File: src/rtl/trigger_pkg.sv
// Shared definitions for the trigger generator, its Wishbone front-end and the detector bench.
// State encodings and default field sizes live here so every consumer agrees on them.
package trigger_pkg;

  localparam int unsigned TRG_TICK_DIV = 50;
  localparam int unsigned TRG_WIDTH_W  = 8;
  localparam int unsigned TRG_PERIOD_W = 16;

  typedef enum logic [1:0] {
    TRG_IDLE  = 2'd0,
    TRG_PULSE = 2'd1,
    TRG_GAP   = 2'd2
  } trg_state_t;

endpackage

File: src/rtl/trigger_gen_if.sv
// Control/status bundle between the register front-end (master) and trigger_gen (slave).
interface trigger_gen_if
  import trigger_pkg::*;
#(
  parameter int WIDTH_W  = TRG_WIDTH_W,
  parameter int PERIOD_W = TRG_PERIOD_W
);

  // Handshake: start is a one-cycle request taken only while busy=0 (IDLE) and stop=0;
  // there is no ready, a request seen while busy is simply dropped. stop is level-honoured
  // in every state. done is a one-cycle strobe per completed period.
  logic                start;
  logic                stop;
  logic                continuous;
  logic [WIDTH_W-1:0]  width;
  logic [PERIOD_W-1:0] period;
  logic                trig_out;
  logic                busy;
  logic                done;
  trg_state_t          dbg_state;

  modport master (
    output start, stop, continuous, width, period,
    input  trig_out, busy, done, dbg_state
  );

  modport slave (
    input  start, stop, continuous, width, period,
    output trig_out, busy, done, dbg_state
  );

endinterface

File: src/rtl/tick_prescaler.sv
// Divides the enabled clock into a one-cycle tick every DIV cycles.
module tick_prescaler #(
  parameter int DIV = 50
) (
  input  logic clk,
  input  logic clr,
  input  logic en,
  input  logic sync_clr,
  output logic tick
);

  localparam int CW = $clog2(DIV);

  logic [CW-1:0] cnt;

  assign tick = en && (cnt == CW'(DIV - 1));

  always_ff @(posedge clk) begin
    if (clr || sync_clr) begin
      cnt <= '0;
    end else if (en) begin
      cnt <= tick ? '0 : cnt + 1'b1;
    end
  end

endmodule

File: src/rtl/trigger_gen.sv
// Programmable pulse-train generator: pulse width and period counted in prescaled ticks,
// one-shot or continuous, with abort and a per-period done strobe.
module trigger_gen
  import trigger_pkg::*;
#(
  parameter int TICK_DIV = TRG_TICK_DIV,
  parameter int WIDTH_W  = TRG_WIDTH_W,
  parameter int PERIOD_W = TRG_PERIOD_W
) (
  input  logic            clk,
  input  logic            clr,
  trigger_gen_if.slave    bus
);

  localparam int CNT_W = PERIOD_W + 1;

  trg_state_t       state, state_next;
  logic [CNT_W-1:0] cnt, cnt_inc;
  logic [CNT_W-1:0] w_l, p_l;
  logic [WIDTH_W-1:0] w_eff;
  logic [CNT_W-1:0] w_ext, p_ext, p_eff;
  logic             tick, accept, pulse_end, period_end;
  logic             trig_q, busy_c, done_c;

  // Zero width is stretched to one tick, and the period is forced past the width so the
  // gap is never empty.
  assign w_eff = (bus.width == '0) ? WIDTH_W'(1) : bus.width;
  assign w_ext = CNT_W'(w_eff);
  assign p_ext = CNT_W'(bus.period);
  assign p_eff = (p_ext <= w_ext) ? w_ext + 1'b1 : p_ext;

  assign cnt_inc    = cnt + 1'b1;
  assign accept     = (state == TRG_IDLE) && bus.start && !bus.stop;
  assign pulse_end  = (state == TRG_PULSE) && tick && (cnt_inc == w_l);
  assign period_end = (state == TRG_GAP) && tick && (cnt_inc == p_l) && !bus.stop;

  tick_prescaler #(.DIV(TICK_DIV)) u_presc (
    .clk      (clk),
    .clr      (clr),
    .en       (busy_c),
    .sync_clr (accept),
    .tick     (tick)
  );

  always_ff @(posedge clk) begin
    if (clr) state <= TRG_IDLE;
    else     state <= state_next;
  end

  always_comb begin
    state_next = state;
    case (state)
      TRG_IDLE: begin
        if (accept) state_next = TRG_PULSE;
      end
      TRG_PULSE: begin
        if (bus.stop)       state_next = TRG_IDLE;
        else if (pulse_end) state_next = TRG_GAP;
      end
      TRG_GAP: begin
        if (bus.stop)        state_next = TRG_IDLE;
        else if (period_end) state_next = bus.continuous ? TRG_PULSE : TRG_IDLE;
      end
      default: state_next = TRG_IDLE;
    endcase
  end

  always_comb begin
    busy_c = (state != TRG_IDLE);
    done_c = period_end && !clr;
  end

  // The tick counter spans the whole period: it is not cleared at the pulse/gap boundary.
  always_ff @(posedge clk) begin
    if (clr) begin
      cnt    <= '0;
      w_l    <= '0;
      p_l    <= '0;
      trig_q <= 1'b0;
    end else begin
      if (accept) begin
        w_l <= w_ext;
        p_l <= p_eff;
      end
      if (accept || bus.stop || period_end) cnt <= '0;
      else if (tick)                        cnt <= cnt_inc;
      trig_q <= (state_next == TRG_PULSE);
    end
  end

  assign bus.trig_out  = trig_q;
  assign bus.busy      = busy_c;
  assign bus.done      = done_c;
  assign bus.dbg_state = state;

endmodule

File: src/flat_wrapper.sv
// flat-port wrapper written by rule: the top's interface ports become plain ports
module trigger_gen_flat import trigger_pkg::*;
#(
  parameter int TICK_DIV = TRG_TICK_DIV,
  parameter int WIDTH_W  = TRG_WIDTH_W,
  parameter int PERIOD_W = TRG_PERIOD_W
)
  (clk, clr, bus_start, bus_stop, bus_continuous, bus_width, bus_period, bus_trig_out, bus_busy, bus_done, bus_dbg_state);
  trigger_gen_if #(.WIDTH_W(WIDTH_W), .PERIOD_W(PERIOD_W)) bus_i ();
  input  logic clk;
  input  logic clr;
  input wire logic [$bits(bus_i.start)-1:0] bus_start;
  input wire logic [$bits(bus_i.stop)-1:0] bus_stop;
  input wire logic [$bits(bus_i.continuous)-1:0] bus_continuous;
  input wire logic [$bits(bus_i.width)-1:0] bus_width;
  input wire logic [$bits(bus_i.period)-1:0] bus_period;
  output wire logic [$bits(bus_i.trig_out)-1:0] bus_trig_out;
  output wire logic [$bits(bus_i.busy)-1:0] bus_busy;
  output wire logic [$bits(bus_i.done)-1:0] bus_done;
  output wire logic [$bits(bus_i.dbg_state)-1:0] bus_dbg_state;
  assign bus_i.start = bus_start;
  assign bus_i.stop = bus_stop;
  assign bus_i.continuous = bus_continuous;
  assign bus_i.width = bus_width;
  assign bus_i.period = bus_period;
  assign bus_trig_out = bus_i.trig_out;
  assign bus_busy = bus_i.busy;
  assign bus_done = bus_i.done;
  assign bus_dbg_state = bus_i.dbg_state;
  trigger_gen #(.TICK_DIV(TICK_DIV), .WIDTH_W(WIDTH_W), .PERIOD_W(PERIOD_W)) u_core (.clk(clk), .clr(clr), .bus(bus_i));
endmodule
File: config.mk
export PLATFORM = sky130hd
export DESIGN_NAME = trigger_gen_flat
export DESIGN_NICKNAME = d
export VERILOG_FILES = /design/src/rtl/trigger_pkg.sv /design/src/rtl/trigger_gen_if.sv /design/src/rtl/tick_prescaler.sv /design/src/rtl/trigger_gen.sv /design/src/flat_wrapper.sv
export SDC_FILE = /design/constraint.sdc
export NUM_CORES = 1
export LEC_CHECK = 0
export BUFFER_PORTS_ARGS = -buffer_cell sky130_fd_sc_hd__buf_2
export CAP_MARGIN = 20
export CELL_PAD_IN_SITES_DETAIL_PLACEMENT = 1
export CELL_PAD_IN_SITES_GLOBAL_PLACEMENT = 1
export CORE_MARGIN = 3
export CORE_UTILIZATION = 48
export CTS_CLUSTER_DIAMETER = 30
export CTS_CLUSTER_SIZE = 24
export DETAILED_ROUTE_END_ITERATION = 8
export PLACE_DENSITY_LB_ADDON = 0.15
export SLEW_MARGIN = 5
export SYNTH_ARGS = -nofsm -noshare
export SYNTH_HDL_FRONTEND = slang
export SYNTH_SLANG_ARGS = --single-unit
File: constraint.sdc
create_clock -name clk -period 3.7 [get_ports clk]
set_input_delay 0.185 -clock clk [delete_from_list [all_inputs] [get_ports clk]]
set_output_delay 0.185 -clock clk [all_outputs]
set_load 0.1 [all_outputs]
### Word level (Yosys, flattened, before mapping)

Cells that the tools add are included.

| storage, ports and cells | value |
|---|---|
| flip-flop bits (word level) | 51 |

| operators by class | value |
|---|---|
| add/sub/neg operators | 3 |
| order comparisons | 1 |
| equality and inequality tests | 6 |
| muxes and demuxes | 10 |
| reductions and logical operators | 18 |

Operators with widths:

| kind | number |
|---|---|
| adder 17 x 1 -> 17 bit (second input constant) | 1 |
| == test 17 bit | 1 |
| == test 17 x 8 -> 1 bit | 1 |
| 2-to-1 mux 17 bit | 1 |
| <= comparator 16 x 8 -> 1 bit | 1 |
| 2-to-1 mux 2 bit | 5 |
| adder 8 x 1 -> 9 bit (second input constant) | 1 |
| logical AND 1 bit | 9 |
| zero test 8 bit | 1 |
| 2-to-1 mux 8 bit | 1 |
| adder 6 x 1 -> 6 bit (second input constant) | 1 |
| == test 6 bit (second input constant) | 1 |
| 2-to-1 mux 6 bit | 1 |
| one-hot mux 2 bit (3 select lines) | 1 |
| == test 2 x 1 -> 1 bit (second input constant) | 2 |
| logical OR 1 bit | 3 |
| == test 2 bit (second input constant) | 1 |
| zero test 1 bit | 2 |
| zero test 2 bit | 1 |
| nonzero test 2 bit | 1 |
| OR reduction 2 bit | 1 |
| 2-to-1 mux 1 bit | 1 |

### Longest topological paths before layout

Gate-level depths: netlist of the first run.

| depth | value |
|---|---|
| depth in word-level cells | 9 |
| mapped depth | 12 |
| gate-level depth less buffers | 11 |

### By module

A second synthesis of the first run with hierarchy kept.

| second synthesis, totals | value |
|---|---|
| cells, all modules | 439 |
| area, all modules | 3500.9 um^2 |

Modules (own cells, without submodules):

| module | times used | cells each | area an instance (um^2) |
|---|---|---|---|
| trigger_gen | 1 | 406 | 3189.3 |
| tick_prescaler | 1 | 33 | 311.5 |

### Least setup slack after synthesis of the first run

No wires, ideal clock.

| path | value |
|---|---|
| path kind | reg2out |
| from | reg u_core.state[1], in the netlist u_core.bus.dbg_state[1] |
| to | out bus_done |
| data arrival time | 4099 ps |
| setup slack | -584 ps |
| cell stages (with the launch flop) | 7 |
| path buffers | 0 |
| cell sequence | dfxtp_1 -> o21ai_1 -> a211oi_1 -> nand4_1 -> nor4_1 -> nand4_2 -> nor3_1 |

| on the way | value |
|---|---|
| word-level cells in the longest chain between the ends | 6 |
| elaborated cells on any way between the ends | 7 |

Ends and longest elaborated chain:

| item | line | text |
|---|---|---|
| start: declaration | trigger_gen.sv:17 | `trg_state_t state, state_next;` |
| start signal: assignment | trigger_gen.sv:47 | `else state <= state_next;` |
| nonzero test 2 bit | trigger_gen.sv:69 | `busy_c = (state != TRG_IDLE);` |
| logical AND 1 bit | tick_prescaler.sv:16 | `assign tick = en && (cnt == CW'(DIV - 1));` |
| logical AND 1 bit (*) (3 in series) | trigger_gen.sv:35 | `assign period_end = (state == TRG_GAP) && tick && (cnt_inc == p_l) && !bus.stop;` |
| logical AND 1 bit (*) | trigger_gen.sv:70 | `done_c = period_end && !clr;` |
| end: declaration | flat_wrapper.sv:19 | `output wire logic [$bits(bus_i.done)-1:0] bus_done;` |

Every way passes the cells marked *; elsewhere a longest branch is shown, timed or not.

### Worst setup path in the final report of the first run

| path | value |
|---|---|
| from | reg u_core.cnt[0] |
| to | out bus_done |

| on the way | value |
|---|---|
| word-level cells in the longest chain between the ends | 5 |

Ends and longest elaborated chain:

| item | line | text |
|---|---|---|
| start: declaration | trigger_gen.sv:18 | `logic [CNT_W-1:0] cnt, cnt_inc;` |
| start signal: assignment | trigger_gen.sv:86 | `else if (tick) cnt <= cnt_inc;` |
| adder 17 x 1 -> 17 bit | trigger_gen.sv:32 | `assign cnt_inc = cnt + 1'b1;` |
| == test 17 bit | trigger_gen.sv:35 |  |
| logical AND 1 bit (2 in series) | trigger_gen.sv:35 |  |
| logical AND 1 bit | trigger_gen.sv:70 |  |

No other way between the ends.

==> results.txt, run 1 <==
Excluding fillers, the count of instances in the completed layout stands at 580. Port buffering added 33 buffers. The largest stage delay on the critical path works out to 0.55 ns.

Once the floorplan was initialized, standard cells occupied 50.4% of the core. Initial antenna violation count: 0. Total area of sequential cells: 1000 um^2.

The tools report the type of element launching the critical path as a register. The height of the die works out to 94 um. From left edge to right edge, the die measures 94 um.

Summing the areas of all xor and xnor instances in the mapped netlist gives 13.1% of the synthesized area. Global routing used 41.8% of the available met2 tracks. The die covers 8840 um^2. VDD sags by at most 0.000148 V. For the footprint of the multi-input gates, the log shows 2500 um^2. The first global-routing pass estimated 18,600 um of wire. Traced cell by cell, the critical path runs through ha_1, nand4_2, nor2_1, nand4_1, a211oi_1, nand4_2, nor3_2, buf_2. Measured against its own limit, the worst slew margin works out to 50.0%. The type of the setup path with the least slack is register to output port. Cells fill 54.4% of the core in the end. Across the run, the number of max-cap violations was 0. For this design the static power due to leakage is 0.00149 uW. The level count of the clock H-tree came out at 2.

Number of pins with negative max-slew slack in the final report: 0. For the met3 global-route usage, the log shows 3.85%. The post-route netlist has 13.5% of its cells at a drive strength greater than 1.

STA classifies the critical path endpoint as an output port. For this run, the detailed router's first-pass iteration total came to 5. Wires add up to 11,000 um. In the global route stage, met1 resource usage came out at 36.3%.

Fill cells in the final layout number 937. The synthesized netlist devotes 3.70% of its cell area to adder and majority cells. The synthesized net count is 509, and the post-cts repair resize count is 0. The transition time at the pin with the least slew margin is 0.743 ns.

In the post-route analysis, the smallest setup slack over all paths is 0.286 ns. The clock transition at the register clock pins on the worst setup and hold paths after CTS was 0.10 ns; the number of core rows was 31. The most common cell after layout, fill and taps aside was sky130_fd_sc_hd__nand2_1.

The number of primary I/O pins was 34; the average via count per standard cell was 6.06. The number of clock buffers added by TritonCTS is 5. The run gives 2 as the largest buffer count on any clock path. By instance count, the cell type seen most on the critical path is sky130_fd_sc_hd__nand4_2. After global routing the overflow that remains totals 0. Once detail routing completed, the nets flagged for antenna violations numbered 0. The logs give 3.51 ns for the endpoint required time on the critical path and 0 for the quantity of hold-fixing buffers added after cts. The run gives 191 as the first-iteration detailed-routing DRC count.

The run gives 3,517 as the total vias in the final route. The number of setup buffers added after CTS is 0. TritonCTS built the clock tree. met2 is the most crowded layer.

Setup repair after global routing left no endpoint under its margin. For the post-synthesis cell area, the log shows 3720 um^2. The root buffer cell was sky130_fd_sc_hd__clkbuf_8. CTS saw 50 sinks.

In this run, synthesis produced a sequential element count of 50. The total power divided by cell area came out at 305 nW/um^2. The tools report the number of global-route vias before repair as 3,600.

The Yosys step of the flow raised 0 warnings. At the end of routability-driven placement, the weighted congestion stood at 0.979. Synthesis handed over a netlist of 469 instances. The area added between synthesis and finish was 7.91%. Dividing the detail-routed wire length by the instance count gives 19.0 um.

In the synthesized netlist, mux cells make up 0.841% of the area. The run gives 68 as the number of distinct library cells after synthesis. Leaving out fill and tap cells, the most frequent cells in the layout are sky130_fd_sc_hd__nand2_1 (51), sky130_fd_sc_hd__dfxtp_1 (50), sky130_fd_sc_hd__nor2_1 (46), sky130_fd_sc_hd__buf_2 (33), sky130_fd_sc_hd__a21oi_1 (30).

The highest-delay cell along the critical path was sky130_fd_sc_hd__dfxtp_1. On the final layout, the worst clock skew is 0.0135 ns. The ratio of final minimum period to clock period works out to 92.3%. The later pin in the worst-skew pair is clocked with a latency of 0.32 ns.

In the final design database the tool counted 520 nets. The final-report hold violation count is 0. Summing the areas of all and, or, nand and nor instances in the mapped netlist gives 33.7% of the synthesized area.

After routing, the total negative slack on setup checks comes to 0 ns. After legalization and detailed placement, the total HPWL measured 8290 um. The post-synthesis async set-or-reset flop share is 0%, and the average footprint of a synthesized cell is 7.93 um^2.

By area, the combinational part of the netlist is dominated by simple AND/OR/NAND/NOR gates. The run gives 26.9% as the sequential-to-total area share from yosys stat. OpenSTA, run right after detailed placement, puts the worst setup slack at 0.686 ns. The tools report the arrival time of the worst setup path as 3.23 ns. Setup violations remaining at the end of the flow were counted as 0.

In the routed design, unresolved DRC markers number 0. The share of the synthesized area in compound gates (AO/OA/AOI/OAI) was 15.8%; the largest net degree at the start of global routing was 37. Aggregate global-route resource usage: 26.8%.

The highest clock rate was 293 MHz. Predominant post-synthesis flop cell: sky130_fd_sc_hd__dfxtp_1. The worst-path maximum fanout works out to 8. The min-delay analysis places its worst path in the category input pin to register.

For the instance count after placement with tap cells included, the log shows 572. The number of antenna diodes in the final layout is 0. Counting flops with a built-in enable in the synthesized netlist gives 0.

The region available for standard cell placement spans 7370 um^2. The run finished with clean final reports. The worst path in the final design needs a cycle of 3.41 ns, including I/O delays and setup.
-- layer usage --
metal | part of all wire (%) | wire length [um] | vias to the layer above
met5 | 0 | 0 | -
met4 | 3.8 | 422 | 0
met3 | 5.7 | 628 | 36
met2 | 45 | 4970 | 110
met1 | 45 | 5000 | 1679
li1 | - | - | 1692
-- where the power goes --
part	total, uW	switching [uW]	internal, uW
clock	486	197	288
combinational	168	101	67.0
sequential	571	18.6	553
-- cells in the mapped netlist, drive strengths merged (3+ instances only) --
| cell | number | share of area [%] |
|---|---|---|
| nor4 | 11 | 2.8 |
| nand3 | 25 | 3.7 |
| xnor3 | 3 | 1.8 |
| or3 | 8 | 1.5 |
| nor2b | 4 | 0.67 |
| xnor2 | 29 | 6.8 |
| nand3b | 7 | 1.4 |
| buf | 19 | 3.1 |
| xor2 | 16 | 3.8 |
| clkbuf | 13 | 1.3 |
| a211oi | 7 | 1.4 |
| and3 | 5 | 0.84 |
| o21ai | 17 | 2.3 |
| nand4 | 17 | 4.2 |
| a21o | 5 | 1.0 |
| nor2 | 46 | 4.6 |
| a21oi | 30 | 4.0 |
| nand2 | 51 | 5.1 |
| ha | 11 | 3.7 |
| a311oi | 3 | 0.71 |
| dfxtp | 50 | 27 |
| or4 | 4 | 0.81 |
| nor3 | 13 | 1.9 |
| nor3b | 9 | 1.8 |
| inv | 15 | 1.5 |
| or2 | 4 | 0.67 |
| a211o | 3 | 0.71 |
| o311ai | 3 | 0.71 |
| a2111oi | 4 | 1.4 |
| nand2b | 8 | 1.3 |
-- path summary, 6_finish.rpt --
check	depth (start not counted)	from	to	slack [ns]
worst max-delay path	8	u_core.cnt[0]$_SDFFE_PP0P_	bus_done	0.29
worst max register to register	8	u_core.cnt[0]$_SDFFE_PP0P_	u_core.bus.trig_out$_SDFF_PP0_	0.74
worst min register to register	2	u_core.w_l[3]$_SDFFE_PP0P_	u_core.w_l[3]$_SDFFE_PP0P_	0.48
worst min-delay path	3	bus_period[11]	u_core.p_l[11]$_SDFFE_PP0P_	0.11
-- per-stage QoR --
step | total power [uW] | area (um^2) | hold WS (ns)
2_1_floorplan | 693 | 3720 | 0.321
3_5_place_dp | 750 | 3870 | 0.457
5_1_grt | 1280 | 4010 | 0.110
4_1_cts | 1230 | 4010 | 0.111
6_report | 1220 | 4010 | 0.111
3_3_place_gp | 744 | 3870 | 0.440
-- worst max-delay path: cells and delay by family, from the launching register on --
kind            cells  cell delay [ns]
compound gates      1             0.34
fa+ha+maj           1             0.34
buf+inv             1             0.45
flops               1             0.55
simple gates        5             1.25
-- cell type report --
cell class / count / share of cell area, %
flip-flops and latches: 50 / 25.0
well taps: 99 / 3.09
multi-input cells: 372 / 62.3
repair buffers: 36 / 4.68
clock buffers: 6 / 2.06
clock inverters: 2 / 1.50
inverters: 15 / 1.40
-- registers in the layout (all words and copies together) (netlist names) --
register              cells
u_core.bus.dbg_state      2
u_core.w_l                8
u_core.bus.trig_out       1
u_core.u_presc.cnt        6
u_core.p_l               16
u_core.cnt               17
-- cells by family after synthesis --
kind of cell | after synthesis
simple gates | 221
compound gates | 88
xor+xnor | 49
mux | 3
fa+ha+maj | 11
flops | 50
buf+inv | 47
Power figures use the tool's default switching activity.
==> run 2, diff against run 1 <==
ABC_AREA = 1   (was not set)
CORE_UTILIZATION = 44   (was 48)
==> results.txt, run 2 <==
The flow ran to the end, and the final reports show no timing, DRC or antenna violations. Setup slack closes at 0.510 ns. The final critical path takes up 86.2% of the cycle. The largest stage delay on the critical path is 0.59 ns, and the wire length of the first global-routing pass is 17,000 um. The tools report the worst setup path startpoint as u_core.cnt[0]$_SDFFE_PP0P_.

At the end of the flow, the number of nets in the layout was 604. Summed over all layers, the global routing overflow is 0. The run gives 0 as the number of setup buffers added after CTS. After detailed routing, the total wire length is 10,100 um. The clock transition at the register clock pins on the worst setup and hold paths after CTS was 0.10 ns; the sequential-to-total area share from yosys stat was 30.6%.

The die covers 8490 um^2. The most common cell after layout, fill and taps aside is sky130_fd_sc_hd__nand2_1. In the post-synthesis netlist, the cell with the most instances is sky130_fd_sc_hd__nand2_1. After detailed routing, the number of remaining DRC violations is 0. For this configuration, the core starts out at a cell density of 46.8%. Measured against its own limit, the worst slew margin works out to 51.9%.

Post-CTS repair changed the size of 0 cells. Setup repair after global routing left no endpoint under its margin. The post-synthesis cell area was 3270 um^2.

For flop-to-flop paths, the worst setup slack is 1.14 ns. Ranked by instance count, the synthesized netlist is headed by sky130_fd_sc_hd__nand2_1 (161), sky130_fd_sc_hd__inv_1 (72), sky130_fd_sc_hd__nor2_1 (67). The initial antenna violation count is 0. During I/O placement, the number of pins put on the boundary was 34.

Type of element launching the critical path: a register. During synthesis, Yosys emitted a total of 0 warnings. The capturing point of the worst reg2reg path is u_core.cnt[0]$_SDFFE_PP0P_. Count of buffering cells on the critical path with inverters included: 1.

The run gives 0.894 as the final weighted congestion of routability-driven global placement. After synthesis, the cell types taking the most area are sky130_fd_sc_hd__dfxtp_1 (31%), sky130_fd_sc_hd__nand2_1 (18%), sky130_fd_sc_hd__inv_1 (8.3%). The first TritonRoute pass finished after 4 iterations.

CTS built an H-tree with a depth of 2. Summed over all cells, the static leakage comes to 0.00162 uW. The x dimension of the die is 92.2 um, and the highest clock rate is 314 MHz. Clock tree synthesis selected as its root buffer the cell sky130_fd_sc_hd__clkbuf_8. Leading area contributor after synthesis: sky130_fd_sc_hd__dfxtp_1. Setup total negative slack on the finished layout was measured at 0 ns. The run gives 8110 um as the half-perimeter wire length after detailed placement.

The layout has 1,008 filler cells. The wire length per cell is 15.3 um, and the number of synthesized flops with an enable pin is 0. The number of sinks driven by the clock tree was 50; the power consumption was 1050 uW. For the final database, setup skew stands at 0.0216 ns.

The worst-path maximum fanout works out to 10. Across the VDD grid, the largest voltage drop is 0.000203 V. The largest net degree at the start of global routing is 23. Family with the most delay on the worst path: simple AND/OR/NAND/NOR gates. The largest registers in the layout are u_core.cnt (17), u_core.p_l (16), u_core.w_l (8). The number of core rows came out at 30. The type of the setup path with the least slack was register to output port.

In this run the biggest area consumer among cell types represents 30.6% of the synthesized area. In this run, synthesis produced a sequential element count of 50. Counting buffers and inverters, the worst setup path is 12 cells deep. In the layout the commonest cells are sky130_fd_sc_hd__nand2_1 (161), sky130_fd_sc_hd__inv_1 (72), sky130_fd_sc_hd__nor2_1 (67), sky130_fd_sc_hd__nand3_1 (52), sky130_fd_sc_hd__dfxtp_1 (50). For this run, the total global-route usage over all layers was measured as 24.8%. The synthesized net count is 572, and the cell count after synthesis is 532. The origin of the critical flop-to-flop path was u_core.cnt[0]$_SDFFE_PP0P_. Among all stages on the critical path, the largest delay is contributed by sky130_fd_sc_hd__dfxtp_1. The first-iteration detailed-routing DRC count was 165; the final-report hold violation count was 0. The repair_antennas step left the layout with diodes totalling 0. In this run the deepest clock path goes through 2 buffers. Number of global-route vias before repair: 3,540. The register with the most flip-flops in the layout has 17 of them.

In this run the mean area of a mapped cell was 6.14 um^2. In the synthesized netlist the dominant register cell turns out to be sky130_fd_sc_hd__dfxtp_1. The area added between synthesis and finish was 10.5%; the endpoint required time on the critical path was 3.51 ns. The worst register-to-register path has a depth of 13. The clock reaches the later pin of the worst-skew pair after 0.33 ns. The worst setup path is captured at an output port. Number of distinct library cells after synthesis: 31. TritonCTS created 5 clock buffers.

For the worst setup path, the data arrival time is 3.00 ns. The total power divided by cell area is 291 nW/um^2, and the number of nets still failing antenna checks after routing is 0. Setup violations remaining at the end of the flow were counted as 0. Worst setup path endpoint: bus_done. Before CTS, the worst setup slack after placement is 0.872 ns. The height of the die was 92.2 um; the average via count per standard cell was 5.31. The number of pins with negative max-slew slack in the final report was 0; the transition time at the pin with the least slew margin was 0.721 ns. The detailed router placed 3,511 vias in this run.

The critical path goes through ha_1, nand3_1, nor2_1, nand4_1, nand2_1, nand2_1, nand2_1, nand2_1, nor2_1, nand3_2, nor3_4, buf_2. After clock tree synthesis, the flow added hold-fix buffers numbering 0. Buffers placed on the I/O ports in this run total 33.

TritonCTS built the clock tree. The post-synthesis async set-or-reset flop share works out to 0%. In this design, the critical path's most frequently occurring cell is sky130_fd_sc_hd__nand2_1. The run gives 0 as the reported max-cap violation count.

Register bank with the most flops: u_core.cnt. The post-route minimum period was 3.19 ns. Of the cells placed in the final design, the portion with a size suffix greater than 1 is 11.2%. The core area is 6980 um^2. The worst hold path belongs to the class input pin to register.
run 2: where the power goes:
group          leakage [uW]  internal (uW)  switching [uW]
clock             0.0000441            134             214
combinational       0.00117           46.6            94.6
sequential         0.000406            553            9.60
run 2: logic make-up after synthesis:
group | share of synthesized area [%]
buffers and inverters | 10.4
and+or+nand+nor | 43.3
DFF | 30.6
xor gates and xnor gates | 1.34
AOI/OAI and AO/OA | 10.1
adders and majority gates | 4.21
run 2: final cells by class:
cell class	instances	area, um^2	share of cell area, %
clock buffers	5	68.8	1.91
clock inverters	3	21.3	0.589
inverters	75	282	7.80
multi-input cells	397	1940	53.7
flip-flops and latches	50	1000	27.7
well taps	96	120	3.33
repair buffers	35	180	4.99
run 2: worst min path at each step:
stage / endpoint / startpoint / slack (ns) / cells after the start
2_1_floorplan: u_core.p_l[4]$_SDFFE_PP0P_ / bus_period[4] / 0.34 / 2
3_3_place_gp: u_core.p_l[12]$_SDFFE_PP0P_ / bus_period[12] / 0.45 / 3
3_5_place_dp: u_core.p_l[12]$_SDFFE_PP0P_ / bus_period[12] / 0.45 / 3
4_1_cts: u_core.p_l[12]$_SDFFE_PP0P_ / bus_period[12] / 0.11 / 3
5_1_grt: u_core.p_l[12]$_SDFFE_PP0P_ / bus_period[12] / 0.14 / 3
6_report: u_core.p_l[12]$_SDFFE_PP0P_ / bus_period[12] / 0.12 / 3
run 2: stage by stage:
step | utilization, % | hold WS, ns | area [um^2] | std cells
2_1_floorplan | - | 0.342 | 3280 | 532
3_3_place_gp | 50.4 | 0.445 | 3520 | 653
3_5_place_dp | 50.4 | 0.454 | 3520 | 653
4_1_cts | 51.7 | 0.114 | 3610 | 661
5_1_grt | 51.7 | 0.137 | 3610 | 661
6_report | 51.7 | 0.117 | 3610 | 661
run 2: per-layer routing:
layer	routed length [um]	share of wire, %	up-vias	track usage, %
met3	299	3.0	6	3.45
met4	87	0.86	0	5.57
li1	-	-	1774	-
met1	4980	49	1681	33.4
met5	0	0	-	0
met2	4760	47	50	41.8
run 2: tightest hold or removal path: stages:
cell and delay [ns]:
sky130_fd_sc_hd__buf_2 0.07, sky130_fd_sc_hd__inv_1 0.04, sky130_fd_sc_hd__o22ai_1 0.10
